## src/rtl/df_2comp_to_sm_serial.sv

```systemverilog
// Bit-serial two's-complement to sign-magnitude converter, LSB first.
// Negative samples use the "copy through the first 1, invert above it" rule.
module df_2comp_to_sm_serial #(
  parameter int unsigned WIDTH = 8
) (
  input  logic             clk,
  input  logic             rst,
  input  logic [WIDTH:0]   in_data,
  input  logic             in_valid,
  output logic             in_ready,
  output logic [WIDTH-1:0] out_mag,
  output logic             out_sign,
  output logic             out_ovf,
  output logic             out_valid,
  input  logic             out_ready
);

  localparam int unsigned CntW = (WIDTH > 1) ? $clog2(WIDTH) : 1;

  typedef enum logic [1:0] {StIdle, StBusy, StDone} state_e;

  state_e            state_q, state_d;
  logic [WIDTH-1:0]  sreg_q, sreg_d;
  logic [CntW-1:0]   cnt_q, cnt_d;
  logic              sign_q, sign_d;
  logic              seen_one_q, seen_one_d;
  logic              in_ready_q, in_ready_d;
  logic              out_valid_q, out_valid_d;
  logic [WIDTH-1:0]  out_mag_q, out_mag_d;
  logic              out_sign_q, out_sign_d;
  logic              out_ovf_q, out_ovf_d;

  logic             bit_in;
  logic             mag_bit;
  logic             seen_nxt;
  logic [WIDTH-1:0] sreg_shift;

  always_comb begin
    bit_in      = sreg_q[0];
    mag_bit     = sign_q ? (bit_in ^ seen_one_q) : bit_in;
    seen_nxt    = seen_one_q | (sign_q & bit_in);
    // Magnitude bits refill the shift register from the top as input bits leave the bottom.
    sreg_shift  = {mag_bit, sreg_q[WIDTH-1:1]};

    state_d     = state_q;
    sreg_d      = sreg_q;
    cnt_d       = cnt_q;
    sign_d      = sign_q;
    seen_one_d  = seen_one_q;
    in_ready_d  = in_ready_q;
    out_valid_d = out_valid_q;
    out_mag_d   = out_mag_q;
    out_sign_d  = out_sign_q;
    out_ovf_d   = out_ovf_q;

    case (state_q)
      StIdle: begin
        if (in_valid) begin
          sreg_d     = in_data[WIDTH-1:0];
          sign_d     = in_data[WIDTH];
          cnt_d      = '0;
          seen_one_d = 1'b0;
          in_ready_d = 1'b0;
          state_d    = StBusy;
        end
      end
      StBusy: begin
        sreg_d     = sreg_shift;
        seen_one_d = seen_nxt;
        cnt_d      = cnt_q + CntW'(1);
        if (cnt_q == CntW'(WIDTH - 1)) begin
          state_d     = StDone;
          out_valid_d = 1'b1;
          out_sign_d  = sign_q;
          // A negative input with no 1 bit at all is -2^WIDTH: saturate.
          if (sign_q && !seen_nxt) begin
            out_mag_d = '1;
            out_ovf_d = 1'b1;
          end else begin
            out_mag_d = sreg_shift;
            out_ovf_d = 1'b0;
          end
        end
      end
      StDone: begin
        if (out_ready) begin
          state_d     = StIdle;
          out_valid_d = 1'b0;
          in_ready_d  = 1'b1;
        end
      end
      default: begin
        state_d     = StIdle;
        in_ready_d  = 1'b1;
        out_valid_d = 1'b0;
      end
    endcase
  end

  always_ff @(posedge clk or posedge rst) begin
    if (rst) begin
      state_q     <= StIdle;
      sreg_q      <= '0;
      cnt_q       <= '0;
      sign_q      <= 1'b0;
      seen_one_q  <= 1'b0;
      in_ready_q  <= 1'b1;
      out_valid_q <= 1'b0;
      out_mag_q   <= '0;
      out_sign_q  <= 1'b0;
      out_ovf_q   <= 1'b0;
    end else begin
      state_q     <= state_d;
      sreg_q      <= sreg_d;
      cnt_q       <= cnt_d;
      sign_q      <= sign_d;
      seen_one_q  <= seen_one_d;
      in_ready_q  <= in_ready_d;
      out_valid_q <= out_valid_d;
      out_mag_q   <= out_mag_d;
      out_sign_q  <= out_sign_d;
      out_ovf_q   <= out_ovf_d;
    end
  end

  assign in_ready  = in_ready_q;
  assign out_valid = out_valid_q;
  assign out_mag   = out_mag_q;
  assign out_sign  = out_sign_q;
  assign out_ovf   = out_ovf_q;

endmodule

```

## config.mk

```make
export PLATFORM = sky130hd
export DESIGN_NAME = df_2comp_to_sm_serial
export DESIGN_NICKNAME = d
export VERILOG_FILES = /design/src/rtl/df_2comp_to_sm_serial.sv
export SDC_FILE = /design/constraint.sdc
export NUM_CORES = 1
export LEC_CHECK = 0
export ABC_AREA = 1
export CAP_MARGIN = 25
export CORE_MARGIN = 10
export CORE_UTILIZATION = 30
export DETAILED_ROUTE_END_ITERATION = 7
export GPL_TIMING_DRIVEN = 0
export HOLD_SLACK_MARGIN = 0.15
export SYNTH_ARGS = -nofsm -noshare
export SYNTH_HDL_FRONTEND = slang
export SYNTH_SLANG_ARGS = --single-unit
```

## constraint.sdc

```tcl
create_clock -name clk -period 1.5 [get_ports clk]
set_clock_uncertainty 0.15 [all_clocks]
set_input_delay 0.3 -clock clk [delete_from_list [all_inputs] [get_ports clk]]
set_output_delay 0.3 -clock clk [all_outputs]
set_load 0.01 [all_outputs]
```

==> results of run 1 <==
final cells by class:
| class | count | area, um2 | share of cell area, % |
|---|---|---|---|
| Inverter | 16 | 62.6 | 3.81 |
| Multi-Input combinational cell | 108 | 494 | 30.1 |
| Tap cell | 50 | 62.6 | 3.81 |
| Clock buffer | 3 | 41.3 | 2.51 |
| Timing Repair Buffer | 28 | 272 | 16.5 |
| Buffer | 3 | 30.0 | 1.83 |
| Sequential cell | 27 | 677 | 41.2 |
| Clock inverter | 1 | 5.00 | 0.304 |
path summary, 6_finish.rpt:
| kind | startpoint | to | slack (ps) | cells past startpoint |
|---|---|---|---|---|
| min in group clk | in_ready | in_ready | 330 | 2 |
| worst min-delay path | rst | out_ovf | 220 | 2 |
| worst max-delay path | cnt_q[0] | out_mag[7] | 60 | 8 |
| worst max register to register | cnt_q[0] | out_mag[7] | 60 | 8 |
| max in group asynchronous | rst | sreg_q[7] | 510 | 3 |
| worst min register to register | in_ready | in_ready | 330 | 2 |
cells in the final DEF, fill, tap and decap left out:
| cell | instances |
|---|---|
| sky130_fd_sc_hd__clkdlybuf4s50_1 | 12 |
| sky130_fd_sc_hd__clkinv_2 | 1 |
| sky130_fd_sc_hd__nand3_4 | 1 |
| sky130_fd_sc_hd__inv_1 | 12 |
| sky130_fd_sc_hd__ha_2 | 1 |
| sky130_fd_sc_hd__o21ai_0 | 5 |
| sky130_fd_sc_hd__o21ai_2 | 1 |
| sky130_fd_sc_hd__dfrtp_1 | 26 |
| sky130_fd_sc_hd__buf_2 | 1 |
| sky130_fd_sc_hd__nor2_2 | 1 |
| sky130_fd_sc_hd__buf_6 | 2 |
| sky130_fd_sc_hd__clkbuf_8 | 3 |
| sky130_fd_sc_hd__ha_4 | 1 |
| sky130_fd_sc_hd__nor2_1 | 3 |
| sky130_fd_sc_hd__inv_4 | 1 |
| sky130_fd_sc_hd__nor2_4 | 1 |
| sky130_fd_sc_hd__nand2_1 | 78 |
| sky130_fd_sc_hd__inv_2 | 3 |
| sky130_fd_sc_hd__nand2_2 | 1 |
| sky130_fd_sc_hd__buf_4 | 4 |
| sky130_fd_sc_hd__dfstp_2 | 1 |
| sky130_fd_sc_hd__nand3_1 | 10 |
| sky130_fd_sc_hd__dlygate4sd2_1 | 11 |
| sky130_fd_sc_hd__o21ai_1 | 5 |
| sky130_fd_sc_hd__buf_16 | 1 |
power breakdown:
part / switching [uW] / internal (uW)
Clock: 231 / 186
Combinational: 717 / 560
Sequential: 199 / 1050
Total: 1150 / 1790
flip-flops by register name (all words and copies together) (netlist names), 2 cells and up:
name,count
out_mag,8
cnt_q,3
state_q,2
sreg_q,8
through the flow:
| step | hold WS, ps | power (uW) | instance area [um2] |
|---|---|---|---|
| after floorplan | 202 | 2050 | 1230 |
| after global placement | 307 | 2530 | 1540 |
| after detailed placement | 314 | 2560 | 1560 |
| after CTS | 249 | 2910 | 1610 |
| after global routing | 263 | 3250 | 1640 |
| final | 221 | 2940 | 1640 |
metal layers:
layer	track usage (%)	wire, um	part of all wire (%)
met1	10.4	1310	46
met2	14.0	1410	49
met3	2.25	103	3.6
met4	2.28	27	0.95
met5	0	0	0
what timing repair did:
| action | in CTS | in global routing |
|---|---|---|
| pin swaps | 1 | 1 |
| endpoints found under the setup margin | 18 | 10 |
| hold buffers | 0 | 0 |
| gates resized for setup | 17 | 7 |
| buffers inserted | 1 | 2 |
| hold endpoints to repair | 0 | 0 |
logic make-up after synthesis:
| kind of cell | count (synthesis) | synth area share [%] |
|---|---|---|
| and+or+nand+nor | 95 | 31.3 |
| AOI/OAI and AO/OA | 11 | 4.77 |
| buffers and inverters | 19 | 7.00 |
| DFF | 27 | 54.9 |
| adders and majority gates | 2 | 2.03 |
==> impl_metrics.sql, run 1 <==
INSERT INTO impl_metrics (metric_group, metric, value, unit) VALUES
('logic_synthesis', 'ys_top_cells_by_area', 'sky130_fd_sc_hd__dfrtp_1, sky130_fd_sc_hd__nand2_1, sky130_fd_sc_hd__nand3_1', ''),
('floorplanning', 'die-area', '7070', 'um2'),
('cells_and_area', 'finish.utilization', '41.1', '%'),
('floorplanning', 'die_width', '84.1', 'um'),
('logic_synthesis', 'syn-cell-area', '1230', 'um2'),
('timing', 'post-route-worst-setup-slack', '57.3', 'ps'),
('setup_path', 'kind_of_end_point_of_the_critical_path', 'register', ''),
('cts', 'ctsHtreeMaxLevel', '1', ''),
('placed_design', 'placed_cells', '229', ''),
('drt', 'wl_per_cell', '12.1', 'um'),
('cells_and_area', 'fillCellCount', '412', ''),
('floorplanning', 'floorplan.io_pins', '25', ''),
('logic_synthesis', 'cell_with_the_most_instances_after_synthesis', 'sky130_fd_sc_hd__nand2_1', ''),
('logic_synthesis', 'netlist.area_leader.share', '52.8', '%'),
('floorplanning', 'starting_density_of_the_core', '30.8', '%'),
('floorplanning', 'core_area', '4000', 'um2'),
('cts', 'cts_tree', 'done', ''),
('grt', 'pin_count_of_the_biggest_net_entering_global_routing', '17', ''),
('logic_synthesis', 'synthTopCellsByCount', 'sky130_fd_sc_hd__nand2_1, sky130_fd_sc_hd__dfrtp_1, sky130_fd_sc_hd__inv_1, sky130_fd_sc_hd__nand3_1, sky130_fd_sc_hd__o21ai_0', ''),
('pwr', 'power.density_cell_area', '1790', 'nW/um2'),
('drt', 'num_vias', '1043', ''),
('placed_design', 'preCtsSetupSlack', '-53.4', 'ps'),
('timing', 'slew_headroom', '63.9', '%'),
('setup_path', 'timing_worst_setup_path_type', 'reg2reg', ''),
('flow_run', 'max_cap_viol_count', '0', ''),
('run_status', 'run_status', 'finished, final reports clean', ''),
('floorplanning', 'dieHeight', '84.1', 'um'),
('logic_synthesis', 'synth_enable_flop_cells', '0', ''),
('timing', 'setup_violations', '0', ''),
('grt', 'vias_in_the_first_global_route', '1040', ''),
('drt', 'drc_errors', '0', ''),
('timing', 'post-route-min-period', '1440', 'ps'),
('logic_synthesis', 'yosys_most_used_dff', 'sky130_fd_sc_hd__dfrtp_1', ''),
('logic_synthesis', 'ys_seq_elements', '27', ''),
('cells_and_area', 'layout-drive-gt1-share', '12.9', '%'),
('setup_path', 'critical_path.top_delay_family', 'flip-flops', ''),
('setup_path', 'critPathRequiredTime', '1520', 'ps'),
('logic_synthesis', 'yosysSeqAreaShare', '54.9', '%'),
('logic_synthesis', 'synth.distinct_cells', '16', ''),
('setup_path', 'max_stage_delay', '380', 'ps'),
('setup_path', 'critical_path.cell_chain', 'ha_2, ha_4, nand3_4, buf_4, nand2_1, inv_1, nor2_1, nand2_1', ''),
('logic_synthesis', 'yosysWarningCount', '0', ''),
('drt', 'routed_wl', '2840', 'um'),
('setup_path', 'cp_max_stage_cell', 'sky130_fd_sc_hd__dfrtp_1', ''),
('logic_synthesis', 'synth_nets', '169', ''),
('cells_and_area', 'diodes', '0', ''),
('setup_path', 'cp_data_arrival_time', '1460', 'ps'),
('logic_synthesis', 'post-synth-top-area-cell', 'sky130_fd_sc_hd__dfrtp_1', ''),
('cells_and_area', 'net_total_in_the_final_layout', '202', ''),
('cts', 'clock_sink_count', '27', ''),
('timing', 'final-max-slew-violation-count', '0', ''),
('logic_synthesis', 'synthArstFlopShare', '100', '%'),
('logic_synthesis', 'synthesis.instances', '154', ''),
('cts', 'cts.path.max_buffers', '2', ''),
('min_path', 'tightest_hold_check_type', 'in2async', ''),
('setup_path', 'path_max_fanout', '4', ''),
('logic_synthesis', 'postSynthAreaPerCell', '8.00', 'um2'),
('cts', 'worst_skew_pair.late_latency', '270', 'ps'),
('timing', 'final_hold_viol_count', '0', ''),
('grt', 'globalRoute.totalOverflow', '0', ''),
('floorplanning', 'placement_rows', '23', ''),
('drt', 'final_antenna_net_count', '0', ''),
('placed_design', 'gp_congestion', '0.738', ''),
('cells_and_area', 'finish.cell_count_without_fillers', '236', ''),
('drt', 'firstDrtPassIters', '4', ''),
('pwr', 'vdd_drop_max', '0.686', 'mV'),
('timing', 'fmax', '0.693', 'GHz'),
('setup_path', 'cpMostUsedCell', 'sky130_fd_sc_hd__nand2_1', ''),
('timing', 'final.setup.tns', '0', 'ps'),
('grt', 'grt_antenna_before_repair', '0', ''),
('timing', 'max_slew.worst_pin.slew', '540', 'ps');
No activity file was read; power rests on OpenSTA's default activity.
==> run 2, diff against run 1 <==
GPL_TIMING_DRIVEN = default   (was 0)
PLACE_DENSITY = 0.47   (was default)
==> run 2 against run 1 <==
  * Sequential share of layout area fell by 0.68 points
  * Core utilization is 0.69 points higher
  * First-iteration DRC count is 40% lower
  * Non-clock buffer count increased by 4
==> impl_metrics.sql, run 2 (synthesis gave the netlist of run 1 again) <==
INSERT INTO impl_metrics (metric_group, metric, value, unit) VALUES
('run_status', 'run_status', 'finished, final reports clean', ''),
('placed_design', 'hpwlAfterDp', '2360', 'um'),
('cells_and_area', 'layout.area.seq', '677', 'um2'),
('drt', 'drc_errors', '0', ''),
('pwr', 'cell_internal_pwr', '1810', 'uW'),
('placed_design', 'preCtsSetupSlack', '-18.8', 'ps'),
('setup_path', 'critical_path.startpoint', 'out_mag[7]', ''),
('timing', 'setup_violations', '0', ''),
('cells_and_area', 'layout.cells.most_common_list', 'sky130_fd_sc_hd__nand2_1, sky130_fd_sc_hd__dfrtp_1, sky130_fd_sc_hd__clkdlybuf4s50_1', ''),
('setup_path', 'critical_path.top_delay_family', 'flip-flops', ''),
('setup_path', 'max_stage_delay', '420', 'ps'),
('drt', 'num_vias', '1070', ''),
('grt', 'globalRouteTotalUtil', '9.22', '%'),
('timing', 'post-route-worst-setup-slack', '57.2', 'ps'),
('timing', 'rsz0062_at_grt', 'yes', ''),
('drt', 'firstDrtPassIters', '4', ''),
('cts', 'clk_root_buffer_cell', 'sky130_fd_sc_hd__clkbuf_8', ''),
('pwr', 'share_clk_of_total_power', '14.2', '%'),
('floorplanning', 'floorplan.io_pins', '25', ''),
('pwr', 'leakage', '0.000912', 'uW'),
('cells_and_area', 'final_common_cell', 'sky130_fd_sc_hd__nand2_1', ''),
('cells_and_area', 'net_total_in_the_final_layout', '206', ''),
('grt', 'vias_in_the_first_global_route', '1123', ''),
('pwr', 'power.combinational.fraction', '43.4', '%'),
('drt', 'routed_wl', '3050', 'um'),
('cells_and_area', 'layout-drive-gt1-share', '15.8', '%'),
('setup_path', 'cp_data_arrival_time', '990', 'ps'),
('pwr', 'netSwitchingPower', '1210', 'uW'),
('drt', 'final_antenna_net_count', '0', ''),
('timing', 'slew_headroom', '83.2', '%'),
('setup_path', 'path_max_fanout', '2', ''),
('timing', 'post-route-min-period', '1440', 'ps'),
('setup_path', 'critical_path.cell_chain', 'dlygate4sd2_1', ''),
('drt', 'detail_route.vias_per_cell', '4.46', ''),
('grt', 'grt_antenna_before_repair', '0', ''),
('timing', 'max_slew.worst_pin.slew', '252', 'ps'),
('cts', 'cts_tree', 'done', ''),
('drt', 'wl_per_cell', '12.7', 'um'),
('timing', 'final-max-slew-violation-count', '0', ''),
('grt', 'globalRoute.totalOverflow', '0', ''),
('cts', 'worst_skew_pair.late_latency', '280', 'ps'),
('setup_path', 'start_kind', 'register', ''),
('setup_path', 'critPathRequiredTime', '1050', 'ps'),
('setup_path', 'cp_max_stage_cell', 'sky130_fd_sc_hd__dfrtp_1', ''),
('grt', 'grt_first_pass_wirelength', '5500', 'um'),
('floorplanning', 'placement_rows', '23', ''),
('setup_path', 'rrSetupSlack', '80', 'ps'),
('cts', 'clock_sink_count', '27', ''),
('timing', 'final_hold_viol_count', '0', ''),
('pwr', 'vdd_drop_max', '0.589', 'mV'),
('cts', 'ctsHtreeMaxLevel', '1', ''),
('pwr', 'sw_frac_of_total', '40.0', '%'),
('cts', 'cts.path.max_buffers', '2', ''),
('floorplanning', 'die_width', '84.1', 'um'),
('placed_design', 'gp_congestion', '0.816', ''),
('floorplanning', 'core_area', '4000', 'um2'),
('cells_and_area', 'fillCellCount', '422', ''),
('pwr', 'power_total', '3020', 'uW'),
('cells_and_area', 'multi_input_area', '502', 'um2'),
('pwr', 'seqPwrFrac', '42.3', '%'),
('pwr', 'power.density_cell_area', '1810', 'nW/um2'),
('floorplanning', 'die-area', '7070', 'um2'),
('timing', 'fmax', '0.693', 'GHz'),
('min_path', 'tightest_hold_check_type', 'in2async', ''),
('setup_path', 'regToRegStartpoint', 'cnt_q[0]', ''),
('cells_and_area', 'diodes', '0', ''),
('setup_path', 'kind_of_end_point_of_the_critical_path', 'primary output', ''),
('floorplanning', 'starting_density_of_the_core', '30.8', '%'),
('setup_path', 'cp.buffers_inverters', '1', ''),
('drt', 'drt_iter0_markers', '48', ''),
('grt', 'pin_count_of_the_biggest_net_entering_global_routing', '28', ''),
('placed_design', 'number_of_i_o_port_buffers', '24', ''),
('cts', 'tritoncts_buffers', '3', ''),
('floorplanning', 'dieHeight', '84.1', 'um'),
('setup_path', 'timing_worst_setup_path_type', 'reg2out', ''),
('cells_and_area', 'area_growth_syn_to_layout', '35.6', '%'),
('timing', 'timing.final.crit_share', '96.2', '%'),
('cts', 'cts.clk_slew.worst_paths', '100', 'ps'),
('flow_run', 'max_cap_viol_count', '0', '');
run 2: cell types whose count changed in the layout (fill, tap and decap cells not counted):
cell | before | now
sky130_fd_sc_hd__inv_4 | 1 | 0
sky130_fd_sc_hd__nand2_1 | 78 | 77
sky130_fd_sc_hd__inv_1 | 12 | 11
sky130_fd_sc_hd__buf_4 | 4 | 8
sky130_fd_sc_hd__buf_16 | 1 | 0
sky130_fd_sc_hd__buf_12 | 0 | 1
sky130_fd_sc_hd__nand2_4 | 0 | 1
sky130_fd_sc_hd__inv_2 | 3 | 5
run 2: metrics by stage:
stage               utilization [%]  std cells  instance area [um2]  TNS [ps]  hold WS (ps)
finish                         41.8        240                 1670         0           187
global route                   41.8        240                 1670     -30.3           197
CTS                            40.4        237                 1620         0           199
global placement               39.5        233                 1580     -11.8           308
detailed placement             39.5        233                 1580     -22.3           316
floorplan                         -        154                 1230         0           202
run 2: worst paths after layout:
kind / cells after the start / endpoint
worst max-delay path: 1 / out_mag[7]
worst min-delay path: 3 / out_mag[4]
worst max register to register: 7 / out_sign
worst min register to register: 2 / in_ready
max in group asynchronous: 3 / in_ready
min in group clk: 2 / in_ready
run 2: repair_timing:
| item | CTS | global route |
|---|---|---|
| hold endpoints to repair | 0 | 0 |
| pin swaps | 1 | 3 |
| hold buffers | 0 | 0 |
| resized for setup | 15 | 12 |
| setup endpoints to repair | 18 | 8 |
| buffers inserted | 0 | 3 |
run 2: power groups by stage:
stage	registers (uW)	clock network [uW]	logic, uW
after floorplan	1290	0	758
after global placement	1270	0	1330
after detailed placement	1280	0	1340
after CTS	1270	432	1260
after global routing	1320	462	1550
final	1280	430	1310
run 2: per-layer routing:
layer | track usage (%) | up-vias | part of all wire, %
met5 | 0 | - | 0
met3 | 2.15 | 6 | 3.8
met1 | 10.8 | 506 | 46
li1 | - | 542 | -
met4 | 3.50 | 0 | 2.0
met2 | 15.7 | 16 | 48
run 2: layout make-up:
cell class	count	share of cell area [%]
sequential	27	40.5
multi-input combinational	108	30.0
timing repair buffer	35	19.4
tap	50	3.74
inverter	16	3.59
clock buffer	3	2.47
clock inverter	1	0.299
